===== src/rtl/cpu_pkg.sv =====
`default_nettype none
// ---------------------------------------------------------------------------
// Module : cpu_pkg
// Purpose: Shared CPU types for the execute front end: datapath widths, ALU
//          operation encoding, the ID->EX pipeline register layout and the
//          forwarding-match helper.
// Rev    : 1.0  initial release
// ---------------------------------------------------------------------------
package cpu_pkg;

   localparam int XLEN   = 32;
   localparam int REG_AW = 5;

   typedef enum logic [3:0] {
      ALU_ADD   = 4'b0000,
      ALU_SUB   = 4'b1000,
      ALU_SLL   = 4'b0001,
      ALU_SLT   = 4'b0010,
      ALU_SLTU  = 4'b1010,
      ALU_PASSB = 4'b0011,
      ALU_XOR   = 4'b0100,
      ALU_SRL   = 4'b0101,
      ALU_SRA   = 4'b1101,
      ALU_OR    = 4'b0110,
      ALU_AND   = 4'b0111
   } alu_op_e;

   // Contents of the ID->EX pipeline register. alu_sel carries an alu_op_e
   // encoding as raw bits so that the register resets to ALU_ADD (all zero).
   typedef struct packed {
      logic              valid;
      logic [XLEN-1:0]   pc;
      logic [REG_AW-1:0] rs1;
      logic [REG_AW-1:0] rs2;
      logic [XLEN-1:0]   rs1_val;
      logic [XLEN-1:0]   rs2_val;
      logic [XLEN-1:0]   imm;
      logic [REG_AW-1:0] rd;
      logic [3:0]        alu_sel;
      logic              a_sel;
      logic              b_sel;
      logic              reg_we;
      logic              mem_re;
      logic              mem_we;
   } id_ex_t;

   // A producer supplies register rs only if it really writes and is not x0.
   function automatic logic fwd_hit(input logic              we,
                                    input logic [REG_AW-1:0] rd,
                                    input logic [REG_AW-1:0] rs);
      return we && (rd != '0) && (rd == rs);
   endfunction

endpackage : cpu_pkg
`default_nettype wire


===== src/rtl/id_ex_stage_fwd_mux.sv =====
`default_nettype none
// ---------------------------------------------------------------------------
// Module : fwd_mux
// Purpose: Operand bypass for one EX source register. The younger EX/MEM
//          result beats the MEM/WB result, which beats the registered value.
// Ports  : i_rs                   source register address held in EX
//          i_reg_val              value captured in the ID->EX register
//          i_exmem_rd/_we/_result producer one stage ahead of EX
//          i_memwb_rd/_we/_result register-file write in progress
//          o_val                  forwarded operand
// Rev    : 1.0  initial release
// ---------------------------------------------------------------------------
module fwd_mux
   import cpu_pkg::*;
(
   input  logic [REG_AW-1:0] i_rs,
   input  logic [XLEN-1:0]   i_reg_val,
   input  logic [REG_AW-1:0] i_exmem_rd,
   input  logic              i_exmem_we,
   input  logic [XLEN-1:0]   i_exmem_result,
   input  logic [REG_AW-1:0] i_memwb_rd,
   input  logic              i_memwb_we,
   input  logic [XLEN-1:0]   i_memwb_result,
   output logic [XLEN-1:0]   o_val
);

   always_comb begin
      o_val = i_reg_val;
      if (fwd_hit(i_exmem_we, i_exmem_rd, i_rs)) begin
         o_val = i_exmem_result;
      end else if (fwd_hit(i_memwb_we, i_memwb_rd, i_rs)) begin
         o_val = i_memwb_result;
      end
   end

endmodule : fwd_mux
`default_nettype wire


===== src/rtl/id_ex_stage.sv =====
`default_nettype none
// ---------------------------------------------------------------------------
// Module : id_ex_stage
// Purpose: ID->EX pipeline register with operand forwarding, ALU input
//          muxing, load-use hazard detection and stall/flush handling.
// Ports  : clk, rst_n               clock, asynchronous active-low reset
//          i_stall, i_flush          hold EX / kill instruction entering EX
//          i_id_*                    decoded instruction from ID
//          i_exmem_*, i_memwb_*      in-flight results for bypassing
//          o_load_use_hazard         combinational: hold IF/ID this cycle
//          o_ex_*                    EX-stage instruction, operands, controls
// Rev    : 1.0  initial release
// ---------------------------------------------------------------------------
module id_ex_stage
   import cpu_pkg::*;
(
   input  logic              clk,
   input  logic              rst_n,
   input  logic              i_stall,
   input  logic              i_flush,
   input  logic              i_id_valid,
   input  logic [XLEN-1:0]   i_id_pc,
   input  logic [REG_AW-1:0] i_id_rs1,
   input  logic [REG_AW-1:0] i_id_rs2,
   input  logic              i_id_use_rs1,
   input  logic              i_id_use_rs2,
   input  logic [XLEN-1:0]   i_id_rs1_data,
   input  logic [XLEN-1:0]   i_id_rs2_data,
   input  logic [XLEN-1:0]   i_id_imm,
   input  logic [REG_AW-1:0] i_id_rd,
   input  logic [3:0]        i_id_alu_sel,
   input  logic              i_id_a_sel,
   input  logic              i_id_b_sel,
   input  logic              i_id_reg_we,
   input  logic              i_id_mem_re,
   input  logic              i_id_mem_we,
   input  logic [REG_AW-1:0] i_exmem_rd,
   input  logic              i_exmem_we,
   input  logic [XLEN-1:0]   i_exmem_result,
   input  logic [REG_AW-1:0] i_memwb_rd,
   input  logic              i_memwb_we,
   input  logic [XLEN-1:0]   i_memwb_result,
   output logic              o_load_use_hazard,
   output logic              o_ex_valid,
   output logic [XLEN-1:0]   o_ex_alu_a,
   output logic [XLEN-1:0]   o_ex_alu_b,
   output logic [3:0]        o_ex_alu_sel,
   output logic [XLEN-1:0]   o_ex_store_data,
   output logic [XLEN-1:0]   o_ex_pc,
   output logic [XLEN-1:0]   o_ex_imm,
   output logic [REG_AW-1:0] o_ex_rd,
   output logic              o_ex_reg_we,
   output logic              o_ex_mem_re,
   output logic              o_ex_mem_we
);

   id_ex_t          r_ex;
   logic [XLEN-1:0] w_fwd_rs1;
   logic [XLEN-1:0] w_fwd_rs2;
   logic            w_load_use;

   fwd_mux u_fwd_rs1 (
      .i_rs           (r_ex.rs1),
      .i_reg_val      (r_ex.rs1_val),
      .i_exmem_rd     (i_exmem_rd),
      .i_exmem_we     (i_exmem_we),
      .i_exmem_result (i_exmem_result),
      .i_memwb_rd     (i_memwb_rd),
      .i_memwb_we     (i_memwb_we),
      .i_memwb_result (i_memwb_result),
      .o_val          (w_fwd_rs1)
   );

   fwd_mux u_fwd_rs2 (
      .i_rs           (r_ex.rs2),
      .i_reg_val      (r_ex.rs2_val),
      .i_exmem_rd     (i_exmem_rd),
      .i_exmem_we     (i_exmem_we),
      .i_exmem_result (i_exmem_result),
      .i_memwb_rd     (i_memwb_rd),
      .i_memwb_we     (i_memwb_we),
      .i_memwb_result (i_memwb_result),
      .o_val          (w_fwd_rs2)
   );

   // A load in EX cannot feed the instruction in ID in time; the consumer
   // waits one cycle and then picks the load data up from MEM/WB. A flush
   // discards the ID instruction anyway, so no hold is requested then.
   assign w_load_use = r_ex.valid && r_ex.mem_re && (r_ex.rd != '0) && i_id_valid
                       && ((i_id_use_rs1 && (i_id_rs1 == r_ex.rd))
                        || (i_id_use_rs2 && (i_id_rs2 == r_ex.rd)))
                       && !i_flush;

   always_ff @(posedge clk or negedge rst_n) begin
      if (!rst_n) begin
         r_ex <= '0;
      end else if (i_flush) begin
         r_ex.valid  <= 1'b0;
         r_ex.reg_we <= 1'b0;
         r_ex.mem_re <= 1'b0;
         r_ex.mem_we <= 1'b0;
      end else if (i_stall) begin
         // Re-latch the bypassed operands: a producer may leave the
         // forwarding window while EX is frozen.
         r_ex.rs1_val <= w_fwd_rs1;
         r_ex.rs2_val <= w_fwd_rs2;
      end else if (w_load_use) begin
         r_ex.valid  <= 1'b0;
         r_ex.reg_we <= 1'b0;
         r_ex.mem_re <= 1'b0;
         r_ex.mem_we <= 1'b0;
      end else begin
         r_ex.valid   <= i_id_valid;
         r_ex.pc      <= i_id_pc;
         r_ex.rs1     <= i_id_rs1;
         r_ex.rs2     <= i_id_rs2;
         // The register file has no write-through, so a same-cycle write
         // is bypassed here at capture.
         r_ex.rs1_val <= fwd_hit(i_memwb_we, i_memwb_rd, i_id_rs1) ? i_memwb_result
                                                                   : i_id_rs1_data;
         r_ex.rs2_val <= fwd_hit(i_memwb_we, i_memwb_rd, i_id_rs2) ? i_memwb_result
                                                                   : i_id_rs2_data;
         r_ex.imm     <= i_id_imm;
         r_ex.rd      <= i_id_rd;
         r_ex.alu_sel <= i_id_alu_sel;
         r_ex.a_sel   <= i_id_a_sel;
         r_ex.b_sel   <= i_id_b_sel;
         r_ex.reg_we  <= i_id_reg_we && i_id_valid;
         r_ex.mem_re  <= i_id_mem_re && i_id_valid;
         r_ex.mem_we  <= i_id_mem_we && i_id_valid;
      end
   end

   assign o_load_use_hazard = w_load_use;
   assign o_ex_valid        = r_ex.valid;
   assign o_ex_alu_a        = r_ex.a_sel ? r_ex.pc  : w_fwd_rs1;
   assign o_ex_alu_b        = r_ex.b_sel ? r_ex.imm : w_fwd_rs2;
   assign o_ex_alu_sel      = r_ex.alu_sel;
   assign o_ex_store_data   = w_fwd_rs2;
   assign o_ex_pc           = r_ex.pc;
   assign o_ex_imm          = r_ex.imm;
   assign o_ex_rd           = r_ex.rd;
   assign o_ex_reg_we       = r_ex.reg_we;
   assign o_ex_mem_re       = r_ex.mem_re;
   assign o_ex_mem_we       = r_ex.mem_we;

endmodule : id_ex_stage
`default_nettype wire


===== config.mk =====
export PLATFORM = sky130hd
export DESIGN_NAME = id_ex_stage
export DESIGN_NICKNAME = d
export VERILOG_FILES = /design/src/rtl/cpu_pkg.sv /design/src/rtl/id_ex_stage_fwd_mux.sv /design/src/rtl/id_ex_stage.sv
export SDC_FILE = /design/constraint.sdc
export NUM_CORES = 1
export LEC_CHECK = 0
export BUFFER_PORTS_ARGS = -buffer_cell sky130_fd_sc_hd__clkbuf_2
export CORE_AREA = 2 2 160 162
export CTS_BUF_LIST = sky130_fd_sc_hd__clkbuf_4 sky130_fd_sc_hd__clkbuf_8
export DETAILED_ROUTE_END_ITERATION = 8
export DIE_AREA = 0 0 162 164
export GPL_ROUTABILITY_DRIVEN = 1
export PLACE_DENSITY = 0.75
export SYNTH_ARGS = -nofsm -noshare
export SYNTH_HDL_FRONTEND = slang
export SYNTH_SLANG_ARGS = --single-unit

===== constraint.sdc =====
create_clock -name clk -period 4.02 [get_ports clk]
set_input_delay 0.603 -clock clk [delete_from_list [all_inputs] [get_ports clk]]
set_output_delay 0.603 -clock clk [all_outputs]
set_load 0.005 [all_outputs]

==> impl_metrics.tcl <==
set metrics [dict create \
    routed_wirelength_mm 35.9 \
    fin_nets 1535 \
    whs_ps 177 \
    crit_path_buf_inv_count 2 \
    area_delta_synth_final_pct 20.6 \
    cell_internal_pwr_mw 3.06 \
    crit_chain "xnor2_1, nand3_1, or4_2, buf_4, mux2i_1, o21ai_1, clkbuf_2" \
    width_of_the_die_um 162 \
    setup.worst_path.end_class "primary output" \
    syn_nets 1232 \
    crit-reg2reg-capture "r_ex[96]" \
    antenna-diode-count 0 \
    maximum_number_of_pins_on_one_net_before_global_route_repair 83 \
    path_clk_slew_ps 110 \
    post_synth.cell_area_avg_um2 10.6 \
    drt-initial-drc-count 507 \
    gp_routability_congestion 0.896 \
    ws_path_type "register to primary output" \
    cts_tree "yes" \
    ys.flop_type "sky130_fd_sc_hd__dfrtp_1" \
    timing.hold.worst.class "primary input to async pin" \
    placement.io_buffers 408 \
    grt_setup_unrepaired "false" \
    r2r_slack_ps 600 \
    cts.repair.resized 0 \
    power.ir.vdd_worst_uv 213 \
    h_tree_levels 4 \
    fmax_ghz 0.267 \
    yosysTopAreaCell "sky130_fd_sc_hd__dfrtp_1" \
    final_period_utilization_pct 93.2 \
    power.total_mw 4.70 \
    synthesis.yosys.warnings 0 \
    postCtsHoldBufs 0 \
    dpl.hpwl_mm 26.1 \
    remaining_drc_errors 0 \
    cp.depth 7 \
    hold_violations 0 \
    first_global_vias 9346 \
    dpl.cell_count 1611 \
    share_clk_of_total_power_pct 24.6 \
    critPathLaunchType "register" \
    ant_nets 0 \
    drv_slew 0 \
    power.sequential.fraction_pct 42.1 \
    grt_pass1_wl_mm 54.1 \
    synth_top_area_share_pct 36.1 \
    maxCapViolCount 0 \
    proportion_of_synthesized_flip_flops_having_asynchronous_set_or_reset_pct 100 \
    timing.critical_path.arrival_ps 3140 \
    clkSinkCount 153 \
    slowest_stage "sky130_fd_sc_hd__or4_2" \
    finished_core_util_pct 51.6 \
    maxSlewHeadroom_pct 23.5 \
    grt.total_usage_pct 26.5 \
    netlist_instances 997 \
    run_status "completed" \
    starting_density_of_the_core_pct 42.8 \
    clock_insertion_delay_worst_skew_ps 460 \
    cts-root-to-sink-buffers 2 \
    seq_area_frac_synth_pct 36.1 \
    placement_rows 58 \
    ys_top_cells_by_area "sky130_fd_sc_hd__dfrtp_1, sky130_fd_sc_hd__mux2_2, sky130_fd_sc_hd__mux2i_1" \
    io_pins 409 \
    crit_family "simple AND/OR/NAND/NOR gates" \
    drive_above_1_share_pct 51.2 \
    cell_with_the_most_instances_after_synthesis "sky130_fd_sc_hd__dfrtp_1" \
    synth-edff-count 0 \
    routed_len_inst_um 21.9 \
    synth.ff_latch_count 153 \
    finalCriticalPeriod_ps 3750 \
    worst-r2r-cell-count 7 \
    regToRegStartpoint "r_ex[116]" \
    coreArea_mm2 0.0248 \
    power_frac_comb_pct 33.3 \
    worst_pin_slew_ps 1150 \
    clockRootBuffer "sky130_fd_sc_hd__clkbuf_8" \
    die-area_mm2 0.0266 \
    die-height_um 164 \
    stdcell_count 1643 \
    postCtsSetupBuffers 0 \
    max_stage_delay_ps 1100 \
    setup_viol 0 \
    vias 9158 \
    grt_overflow_total 0 \
    clock_skew_ps 22.6 \
    p_leak_nw 5.71 \
    totalNegativeSetupSlack_ps 0 \
    netSwitchingFraction_pct 34.9 \
    route.detailed.vias_per_inst 5.57 \
    required_ps 3420 \
    post_synth_num_cell_types 42 \
    synth_commonest_cells "sky130_fd_sc_hd__dfrtp_1, sky130_fd_sc_hd__mux2i_1, sky130_fd_sc_hd__mux2_2, sky130_fd_sc_hd__buf_4, sky130_fd_sc_hd__nand2_1" \
    tritoncts.num_buffers 17 \
    powerDensity_mw_per_mm2 367 \
    sw_power_mw 1.64 \
    first_pass_iters 5 \
    grt_antenna_before_repair 0 \
    post_synth_instance_area_mm2 0.0106 \
    worstPathMaxFanout 25 \
]
-- stage by stage --
step                setup slack, ps  cell area, um^2
finish                          275            12800
global route                    173            12800
CTS                             236            12800
detailed placement              292            12400
global placement                386            12400
floorplan                      1100            10600
-- flip-flops by register name (all words and copies together) (netlist names) --
register / flops
r_ex: 76
o_ex_imm: 32
o_ex_pc: 32
o_ex_rd: 5
o_ex_alu_sel: 4
o_ex_mem_re: 1
o_ex_mem_we: 1
o_ex_reg_we: 1
o_ex_valid: 1
-- logic make-up after synthesis --
kind of cell,after synthesis,share of synthesized area (%)
mux,292,30.6
compound gates,184,12.6
simple gates,175,8.29
flops,153,36.1
buf+inv,153,9.16
xor+xnor,40,3.37
-- layout by cell type (no fill, tap or decap), types with 10 or more instances in the layout --
cell type                    n
sky130_fd_sc_hd__o21ai_1    47
sky130_fd_sc_hd__mux2_2    121
sky130_fd_sc_hd__nor3_1     16
sky130_fd_sc_hd__or2_2      17
sky130_fd_sc_hd__mux2_4     30
sky130_fd_sc_hd__xnor2_1    29
sky130_fd_sc_hd__o221a_1    16
sky130_fd_sc_hd__o22ai_1    48
sky130_fd_sc_hd__a211oi_1   32
sky130_fd_sc_hd__buf_4      22
sky130_fd_sc_hd__mux2_1     15
sky130_fd_sc_hd__clkbuf_2  407
sky130_fd_sc_hd__nand3_1    20
sky130_fd_sc_hd__dfrtp_1   151
sky130_fd_sc_hd__clkbuf_8   19
sky130_fd_sc_hd__xor2_1     10
sky130_fd_sc_hd__mux2i_1   126
sky130_fd_sc_hd__nand2_1    68
sky130_fd_sc_hd__a22o_1     16
sky130_fd_sc_hd__nor2_1     33
sky130_fd_sc_hd__o21ai_2    16
-- metal layers --
metal,wire (um),vias to the layer above,GRT usage (%)
met5,0,-,0
met2,17800,412,46.8
li1,-,4184,-
met4,588,0,7.28
met1,15100,4520,33.0
met3,2380,42,5.48
-- worst max-delay path by stage --
stage                             start             end
after floorplan           i_memwb_rd[1]  o_ex_alu_a[10]
after global placement    i_exmem_rd[1]       r_ex[109]
final                         r_ex[116]   o_ex_alu_a[9]
after global routing          r_ex[117]   o_ex_alu_a[9]
after detailed placement  i_exmem_rd[1]        r_ex[85]
after CTS                     r_ex[116]   o_ex_alu_a[9]
-- final cells by class --
type / count / area, um^2
timing repair buffer: 436 / 2330
multi-input combinational: 691 / 5850
fill: 2337 / 12000
clock inverter: 13 / 113
sequential: 153 / 3830
inverter: 1 / 3.75
clock buffer: 19 / 262
tap: 330 / 413
-- power by group through the flow --
stage                     combinational, mW  clock (mW)  sequential [mW]
after detailed placement               1.57           0             2.01
after floorplan                        1.07           0             1.91
final                                  1.57        1.16             1.98
after global placement                 1.54           0             1.99
after global routing                   1.71        1.25             2.01
after CTS                              1.57        1.19             1.98
-- worst reg2reg max path, delay by kind of cell (launching register included) --
| kind | cells | cell delay (ps) |
|---|---|---|
| simple gates | 3 | 1850 |
| flops | 1 | 460 |
| buf+inv | 1 | 420 |
| compound gates | 2 | 390 |
| xor+xnor | 1 | 200 |
No activity file was read; power rests on OpenSTA's default activity.
